**src/rtl/chk_fifo.sv**
```systemverilog
// Expected-entry FIFO with an asynchronous head read so the checker can
// compare against the oldest entry in the same cycle a commit arrives.
module chk_fifo #(
  parameter int Width = 8,
  parameter int Depth = 16
) (
  input  logic             clk,
  input  logic             rst,
  input  logic             push,
  input  logic             pop,
  input  logic [Width-1:0] wdata,
  output logic [Width-1:0] rdata,
  output logic             full,
  output logic             empty
);

  localparam int PtrW = $clog2(Depth);
  localparam logic [PtrW:0] PtrOne = (PtrW + 1)'(1);

  // Extra MSB on each pointer distinguishes full from empty on equal indices.
  logic [PtrW:0]     wr_ptr_q, rd_ptr_q;
  logic [Width-1:0]  mem_q [Depth];
  logic              push_en, pop_en;

  assign empty   = (wr_ptr_q == rd_ptr_q);
  assign full    = (wr_ptr_q[PtrW] != rd_ptr_q[PtrW]) &&
                   (wr_ptr_q[PtrW-1:0] == rd_ptr_q[PtrW-1:0]);
  assign push_en = push && !full;
  assign pop_en  = pop && !empty;
  assign rdata   = mem_q[rd_ptr_q[PtrW-1:0]];

  always_ff @(posedge clk or negedge rst) begin
    if (!rst) begin
      wr_ptr_q <= '0;
      rd_ptr_q <= '0;
    end else begin
      if (push_en) wr_ptr_q <= wr_ptr_q + PtrOne;
      if (pop_en)  rd_ptr_q <= rd_ptr_q + PtrOne;
    end
  end

  always_ff @(posedge clk) begin
    if (push_en) mem_q[wr_ptr_q[PtrW-1:0]] <= wdata;
  end

endmodule

```
**config.mk**
```make
export PLATFORM = sky130hd
export DESIGN_NAME = chk_fifo
export DESIGN_NICKNAME = d
export VERILOG_FILES = /design/src/rtl/chk_fifo.sv
export SDC_FILE = /design/constraint.sdc
export NUM_CORES = 1
export LEC_CHECK = 0
export CAP_MARGIN = 20
export CORE_MARGIN = 2
export CORE_UTILIZATION = 30
export CTS_CLUSTER_DIAMETER = 30
export DETAILED_ROUTE_END_ITERATION = 16
export SLEW_MARGIN = 30
export SYNTH_ARGS = -nofsm -noshare
export SYNTH_HDL_FRONTEND = slang
export SYNTH_SLANG_ARGS = --single-unit
```
**constraint.sdc**
```tcl
create_clock -name clk -period 3.79 [get_ports clk]
set_clock_uncertainty 0.2 [all_clocks]
set_input_delay 0.758 -clock clk [delete_from_list [all_inputs] [get_ports clk]]
set_output_delay 0.758 -clock clk [all_outputs]
set_load 0.005 [all_outputs]
```
== Yosys cells after proc, flatten, opt, wreduce, memory -nomap -nowiden ==
Memories as Yosys holds them, arrays and structs flattened.
Cells that the tools add are included.

* Bits in registers: 10
* Bits in latches: 0
* RAM bits: 128
* Memory bits (read-only): 0
* Input bits: 12
* Output and inout port bits: 10
* Logic and storage cells: 15
* Memories kept: 1

{| class="wikitable"
|+ Memories
! name !! words !! bits a word !! rd ports !! clocked after Yosys merged registers in !! wr ports !! RTL line !! RTL
|-
| mem_q || 16 || 8 || 1 || 0 || 1 || 22 || <nowiki>logic [Width-1:0] mem_q [Depth];</nowiki>
|}

* $add $sub $neg: 2
* Multipliers: 0
* Div/mod/pow operators: 0
* $lt $le $gt $ge: 0
* Eq/ne operators: 3
* Shifts and indexed selects: 0
* Mux-type cells: 2
* Bitwise operators: 0
* Reduce and logical (&&, ||, !) cells: 5

{| class="wikitable"
|+ Operators by type and width
! kind !! number
|-
| $add A5 B1 Y5 const B || 2
|-
| $eq A5 B5 Y1 || 1
|-
| $eq A4 B4 Y1 || 1
|-
| $logic_and A1 B1 Y1 || 3
|-
| $logic_not A1 Y1 || 2
|-
| $mux W1 || 2
|-
| $ne A1 B1 Y1 || 1
|}

== Longest topological paths before layout ==
Gate-level depths: netlist (run 1).

* Depth after elaboration: 6
* Gate-level depth with buffers: 7
* Gate-level depth less buffers: 4

== Least setup slack after synthesis (run 1) ==
No wires, ideal clock.

* Kind: reg2reg
* Start point: reg rd_ptr_q[1]
* End point: mem mem_q[0][0] (enable)
* Setup time: 395 ps
* Arrival: 1,863 ps
* Required time: 3,195 ps
* Slack: 1,332 ps
* Stages on the path, launching flop included: 7
* Path buffers: 2
* Clock period less this slack: 2,458 ps
* Cells stage by stage: dfrtp_1 -> buf_6 -> xnor2_1 -> nand4_1 -> buf_4 -> nor2_2 -> nor4_1

* Longest elaborated chain between the ends: 6

{| class="wikitable"
|+ Ends and longest elaborated chain
! what !! RTL line !! RTL
|-
| start: declaration || 21 || <nowiki>logic [PtrW:0] wr_ptr_q, rd_ptr_q;</nowiki>
|-
| start signal: assignment || 38 || <nowiki>if (pop_en) rd_ptr_q <= rd_ptr_q + PtrOne;</nowiki>
|-
| $eq A4 B4 Y1 || 27 || <nowiki>(wr_ptr_q[PtrW-1:0] == rd_ptr_q[PtrW-1:0]);</nowiki>
|-
| $logic_and A1 B1 Y1 || 26 || <nowiki>assign full = (wr_ptr_q[PtrW] != rd_ptr_q[PtrW]) &&</nowiki>
|-
| $logic_not A1 Y1 || 28 || <nowiki>assign push_en = push && !full;</nowiki>
|-
| $logic_and A1 B1 Y1 || 28 ||
|-
| $mux W1 || 43 || <nowiki>if (push_en) mem_q[wr_ptr_q[PtrW-1:0]] <= wdata;</nowiki>
|-
| $mux W1 (not written as such) || 43 ||
|-
| end: declaration || 22 ||
|}

Every way passes these cells.

== Worst setup path in the final report (run 1) ==
* Start point: reg rd_ptr_q[1]
* End point: out rdata[1]

* Longest elaborated chain between the ends: 1

{| class="wikitable"
|+ Ends and longest elaborated chain
! what !! RTL line !! RTL
|-
| $mem_v2 Z16 W8 || n/a ||
|-
| end: declaration || 12 || <nowiki>output logic [Width-1:0] rdata,</nowiki>
|}

Every way passes these cells.

==> flow_summary.yaml, run 1 <==
placed_design:
  hpwlAfterDp_mm: 7.209
  dp_slack_ns: 0.5339
  place_inst: 536
  gp_routability_congestion: 0.7179
  io_buffers: 21
job:
  cap_violations: 0
sta:
  period_minus_slack_ns: 3.577
  rsz0062_at_grt: "no"
  setup_violations: 0
  fmax_mhz: 279.6
  worst_slack_ns: 0.2135
  finalHoldViolations: 0
  max-slew-margin-rel_pct: 58.69
  fin_setup_tns_ns: 0
  drv_slew: 0
  finalCritPeriodShare_pct: 94.37
  tightest_slew_ns: 0.6176
global_route:
  grt_usage_pct: 12.17
  grt_pass1_vias: 2997
  grt_antenna_before_repair: 0
  grt_max_degree: 24
  overflow: 0
  grt_first_pass_wirelength_mm: 17.44
pwr:
  leakagePower_uw: 0.002243
  finalPower_uw: 5249
  p_per_area_nw_per_um2: 773.3
  ir_drop_uv: 321.4
clock_network:
  cts_root_buf: "clkbuf_16"
  numCtsBuffers: 17
  tritoncts: "done"
  holdBufCountCts: 0
  clk_path_buf_depth: 2
  cts_setup_buffers: 0
  h-tree-depth: 4
  clock_sinks: 138
  clock_latency_ns: 0.41
  clkSlewWorstSetupHoldPaths_ns: 0.06
yosys:
  ys_seq_elements: 138
  synth_nets: 294
  async_flop_share_pct: 7.246
  syn_inst: 277
  yosys.cell_types.count: 35
  seq_area_frac_synth_pct: 73.23
  ys.flop_type: "edfxtp_1"
  synth_edf_count: 128
  syn_area_um2: 5590
  ys_warn_count: 0
  synth_area_per_cell_um2: 20.18
drt:
  dr.pass1.iters: 5
  wl_per_cell_um: 19.45
  via_per_inst: 4.838
  drc: 0
  finalWirelength_mm: 11.05
  ant_nets: 0
  dr_total_vias: 2748
  drtIter0Drc: 152
status:
  outcome: "finished, final reports clean"
floorplanning:
  die_h_um: 140.5
  start_util_pct: 30.81
  core_area_um2: 18150
  rows: 49
  dieArea_um2: 19740
  die_w_um: 140.5
  ios: 22
final_layout:
  final_common_cell: "edfxtp_1"
  antennaDiodeCount: 0
  layout.nets: 343
  drive_above_1_share_pct: 26.84
  final_cells: 568
  final_util_pct: 37.40
  layout_common_cells: "edfxtp_1 (128), mux4_2 (25), buf_4 (24)"
  syn_to_final_growth_pct: 21.42
worst_setup_path:
  crit_arrival_ns: 2.62
  critPathMaxFanout: 23
  r2r_slack_ns: 1.52
  crit_type: "reg2out"
  cp-start-kind: "flip-flop"
  endpoint_kind: "primary output"
  required_ns: 2.83
worst_hold_path:
  min_path_type: "reg2reg"
## registers in the layout, indices dropped and copies added (netlist names)
register  flops
wr_ptr_q      5
rd_ptr_q      5
mem_q       128
## worst max-delay path: stages (launching register included)
cell and delay, ns:
dfrtp_4 0.58, buf_12 0.26, mux4_2 0.52, a22oi_1 0.24
nand2_1 0.13, clkdlybuf4s50_1 0.46
## report_power, final
part | leakage, µW | internal [µW] | switching, µW
Sequential | 0.00127 | 1870 | 188
Combinational | 0.000681 | 811 | 725
Clock | 0.000287 | 1030 | 625
## synth_stat cells, drive strengths merged (2+ instances only)
library cell | number | area (µm²)
clkbuf | 4 | 15.01
mux4 | 32 | 747.0
xnor2 | 11 | 96.34
nor3 | 10 | 50.05
nand2 | 14 | 52.55
and3 | 2 | 12.51
nor2b | 2 | 12.51
and2 | 2 | 12.51
mux2 | 3 | 37.53
buf | 12 | 107.6
o31ai | 2 | 28.78
dfrtp | 10 | 250.2
o21ai | 3 | 18.76
a22oi | 16 | 120.1
ha | 5 | 62.56
nand2b | 2 | 12.51
edfxtp | 128 | 3844
nor4 | 3 | 18.77
nand4 | 2 | 12.51
nor2 | 7 | 28.78
inv | 2 | 7.510
o211ai | 3 | 22.52
## routing by layer
metal / vias to the layer above / GRT usage [%] / share of wire, %
met5: - / 0 / 0
met4: 0 / 4.263 / 0.72
met3: 5 / 3.726 / 5.0
met2: 65 / 19.32 / 48
met1: 1441 / 15.95 / 46
li1: 1237 / - / -
## cell type report
cell class,count,area [µm²]
fill,1658,11360
sequential,138,4098
multi-input combinational,121,1385
clock buffer,17,425.4
timing repair buffer,46,410.4
tap,229,286.5
clock inverter,15,175.2
inverter,2,7.507
## metrics by stage
step           hold slack, ns  cell area, µm²
2_1_floorplan          0.2624            5590
3_3_place_gp           0.3631            6185
3_5_place_dp           0.3760            6185
4_1_cts                0.3870            6785
5_1_grt                0.4451            6788
6_report               0.3783            6788
## cells by family after synthesis
kind of cell | after synthesis | share of synthesized area [%]
compound gates | 25 | 3.603
xor+xnor | 12 | 1.880
fa+ha+maj | 5 | 1.119
buf+inv | 18 | 2.328
flops | 138 | 73.23
mux | 35 | 14.03
simple gates | 44 | 3.805
## timing repair
item,in CTS,in global routing
resized for setup,0,1
setup endpoints to repair,0,3
hold endpoints to repair,0,0
## worst paths after layout
check,from,to,cells after the start
min in group asynchronous,rst,wr_ptr_q[1],1
hold reg to reg,rd_ptr_q[4],rd_ptr_q[4],2
max in group asynchronous,rst,rd_ptr_q[1],1
hold / removal,rd_ptr_q[4],rd_ptr_q[4],2
setup reg to reg,rd_ptr_q[2],mem_q[5][0],6
setup / recovery,rd_ptr_q[1],rdata[1],5
Note: power is estimated with default switching activity, not from simulation.
==> run 2: changes to the inputs <==
--- a/config.mk
+++ b/config.mk
@@ -6,7 +6,6 @@
 export NUM_CORES = 1
 export LEC_CHECK = 0
 export CAP_MARGIN = 20
-export CORE_MARGIN = 2
 export CORE_UTILIZATION = 30
 export CTS_CLUSTER_DIAMETER = 30
 export DETAILED_ROUTE_END_ITERATION = 16
==> run 2 against run 1 <==
Compared with the run above: the run now ends with DRC left; sequential share of layout area increased by 0.42 points; cell area down 0.76%; utilization shrank 0.16 points; via count unchanged; wire length grew 2.4%; fmax is 1.8% higher; critical endpoint is now rdata[4].
==> flow_summary.yaml, run 2 (synthesized netlist as in run 1, its figures left out) <==
worst_setup_path:
  crit_type: "reg2out"
  crit_start: "rd_ptr_q[1]"
  critical_path.top_delay_family: "buffers and inverters"
  r2r_start: "wr_ptr_q[2]"
  crit_cells: 5
  path_buf_inv: 2
  required_ns: 2.83
  crit_chain: "buf_12, mux4_1, a22oi_1, nand2_1, clkdlybuf4s50_1"
  r2r_cells: 6
  critPathCapture: "rdata[4]"
  endpoint_kind: "primary output"
  critPathMaxFanout: 32
  cp_slowest_stage_delay_ns: 0.58
  crit_arrival_ns: 2.55
  slowest_stage: "mux4_1"
  r2r_end: "mem_q[3][0]"
  r2r_slack_ns: 1.57
  cp-start-kind: "flip-flop"
clock_network:
  cts_setup_buffers: 0
  holdBufCountCts: 0
  h-tree-depth: 4
  clk_path_buf_depth: 2
  numCtsBuffers: 17
  clkSlewWorstSetupHoldPaths_ns: 0.06
  tritoncts: "done"
  clock_sinks: 138
  cts_root_buf: "clkbuf_16"
  clock_latency_ns: 0.41
  cts_resized: 0
floorplanning:
  core_area_um2: 18090
  rows: 49
  ios: 22
  die_h_um: 138.5
  dieArea_um2: 19190
  start_util_pct: 30.91
  die_w_um: 138.5
final_layout:
  antennaDiodeCount: 0
  final_common_cell: "edfxtp_1"
  layout_common_cells: "edfxtp_1 (128), mux4_2 (25), clkdlybuf4s50_1 (21)"
  syn_to_final_growth_pct: 20.50
  layout.nets: 340
  largest_reg_flops: 128
  drive_above_1_share_pct: 25.30
  final_util_pct: 37.25
sta:
  setup_violations: 0
  fin_setup_tns_ns: 0
  hold_slack_ns: 0.3926
  tightest_slew_ns: 0.6679
  finalHoldViolations: 0
  rsz0062_at_grt: "no"
  period_minus_slack_ns: 3.512
  max-slew-margin-rel_pct: 55.33
  fmax_mhz: 284.8
  finalCritPeriodShare_pct: 92.66
  drv_slew: 0
pwr:
  ir_drop_uv: 334.2
  p_per_area_nw_per_um2: 766.1
  leakagePower_uw: 0.002217
drt:
  drc: 4
  finalWirelength_mm: 11.32
  ant_nets: 0
  dr.pass1.iters: 10
  drtIter0Drc: 271
  dr_total_vias: 2748
  via_per_inst: 4.864
  wl_per_cell_um: 20.03
global_route:
  overflow: 0
  grt_usage_pct: 12.75
  grt_antenna_before_repair: 0
  grt_max_degree: 33
  grt_pass1_vias: 2913
  grt_first_pass_wirelength_mm: 17.73
job:
  cap_violations: 0
worst_hold_path:
  min_path_type: "reg2reg"
placed_design:
  hpwlAfterDp_mm: 7.154
  io_buffers: 21
  gp_routability_congestion: 0.6986
status:
  violations: "DRC"
  outcome: "finished, violations left"
run 2: how the worst min path moves through the flow:
stage | startpoint | to | slack, ns | cells past startpoint
4_1_cts | rd_ptr_q[4] | rd_ptr_q[4] | 0.40 | 2
3_5_place_dp | rd_ptr_q[4] | rd_ptr_q[4] | 0.38 | 2
2_1_floorplan | rst | rd_ptr_q[0] | 0.26 | 0
5_1_grt | rd_ptr_q[1] | rd_ptr_q[1] | 0.44 | 1
6_report | rd_ptr_q[4] | rd_ptr_q[4] | 0.39 | 2
3_3_place_gp | rd_ptr_q[4] | rd_ptr_q[4] | 0.36 | 2
run 2: metal layers:
layer / vias to the layer above / part of all wire (%) / track usage [%]
met5: - / 0 / 0
met4: 0 / 0.87 / 3.844
met3: 7 / 5.5 / 4.087
met2: 65 / 50 / 20.97
met1: 1447 / 44 / 16.06
li1: 1229 / - / -
run 2: final cells by class:
type | count | area [µm²]
Fill cell | 1637 | 11350
Sequential cell | 138 | 4095
Multi-Input combinational cell | 121 | 1385
Clock buffer | 20 | 436.7
Timing Repair Buffer | 43 | 400.4
Tap cell | 229 | 286.5
Clock inverter | 12 | 125.1
Inverter | 2 | 7.507
run 2: worst register-to-register path, delay by kind of cell, from the launching register on:
kind                      cells  cell delay, ns
DFF                           1            0.58
xor gates and xnor gates      1            0.17
buffers and inverters         2            0.44
and+or+nand+nor               2            0.30
AOI/OAI and AO/OA             1            0.28
run 2: per-stage QoR:
stage	instances	instance area, µm²	setup WS (ns)	power (µW)
after floorplan	277	5590	1.332	3073
after global placement	533	6175	0.7051	3630
after detailed placement	533	6175	0.6696	3670
after CTS	565	6736	0.2189	5224
after global routing	565	6736	0.1330	5421
final	565	6736	0.2783	5161
run 2: power by group:
part	internal (µW)	total [µW]	switching (µW)
clock	964	1550	589
combinational	807	1580	775
sequential	1860	2030	161
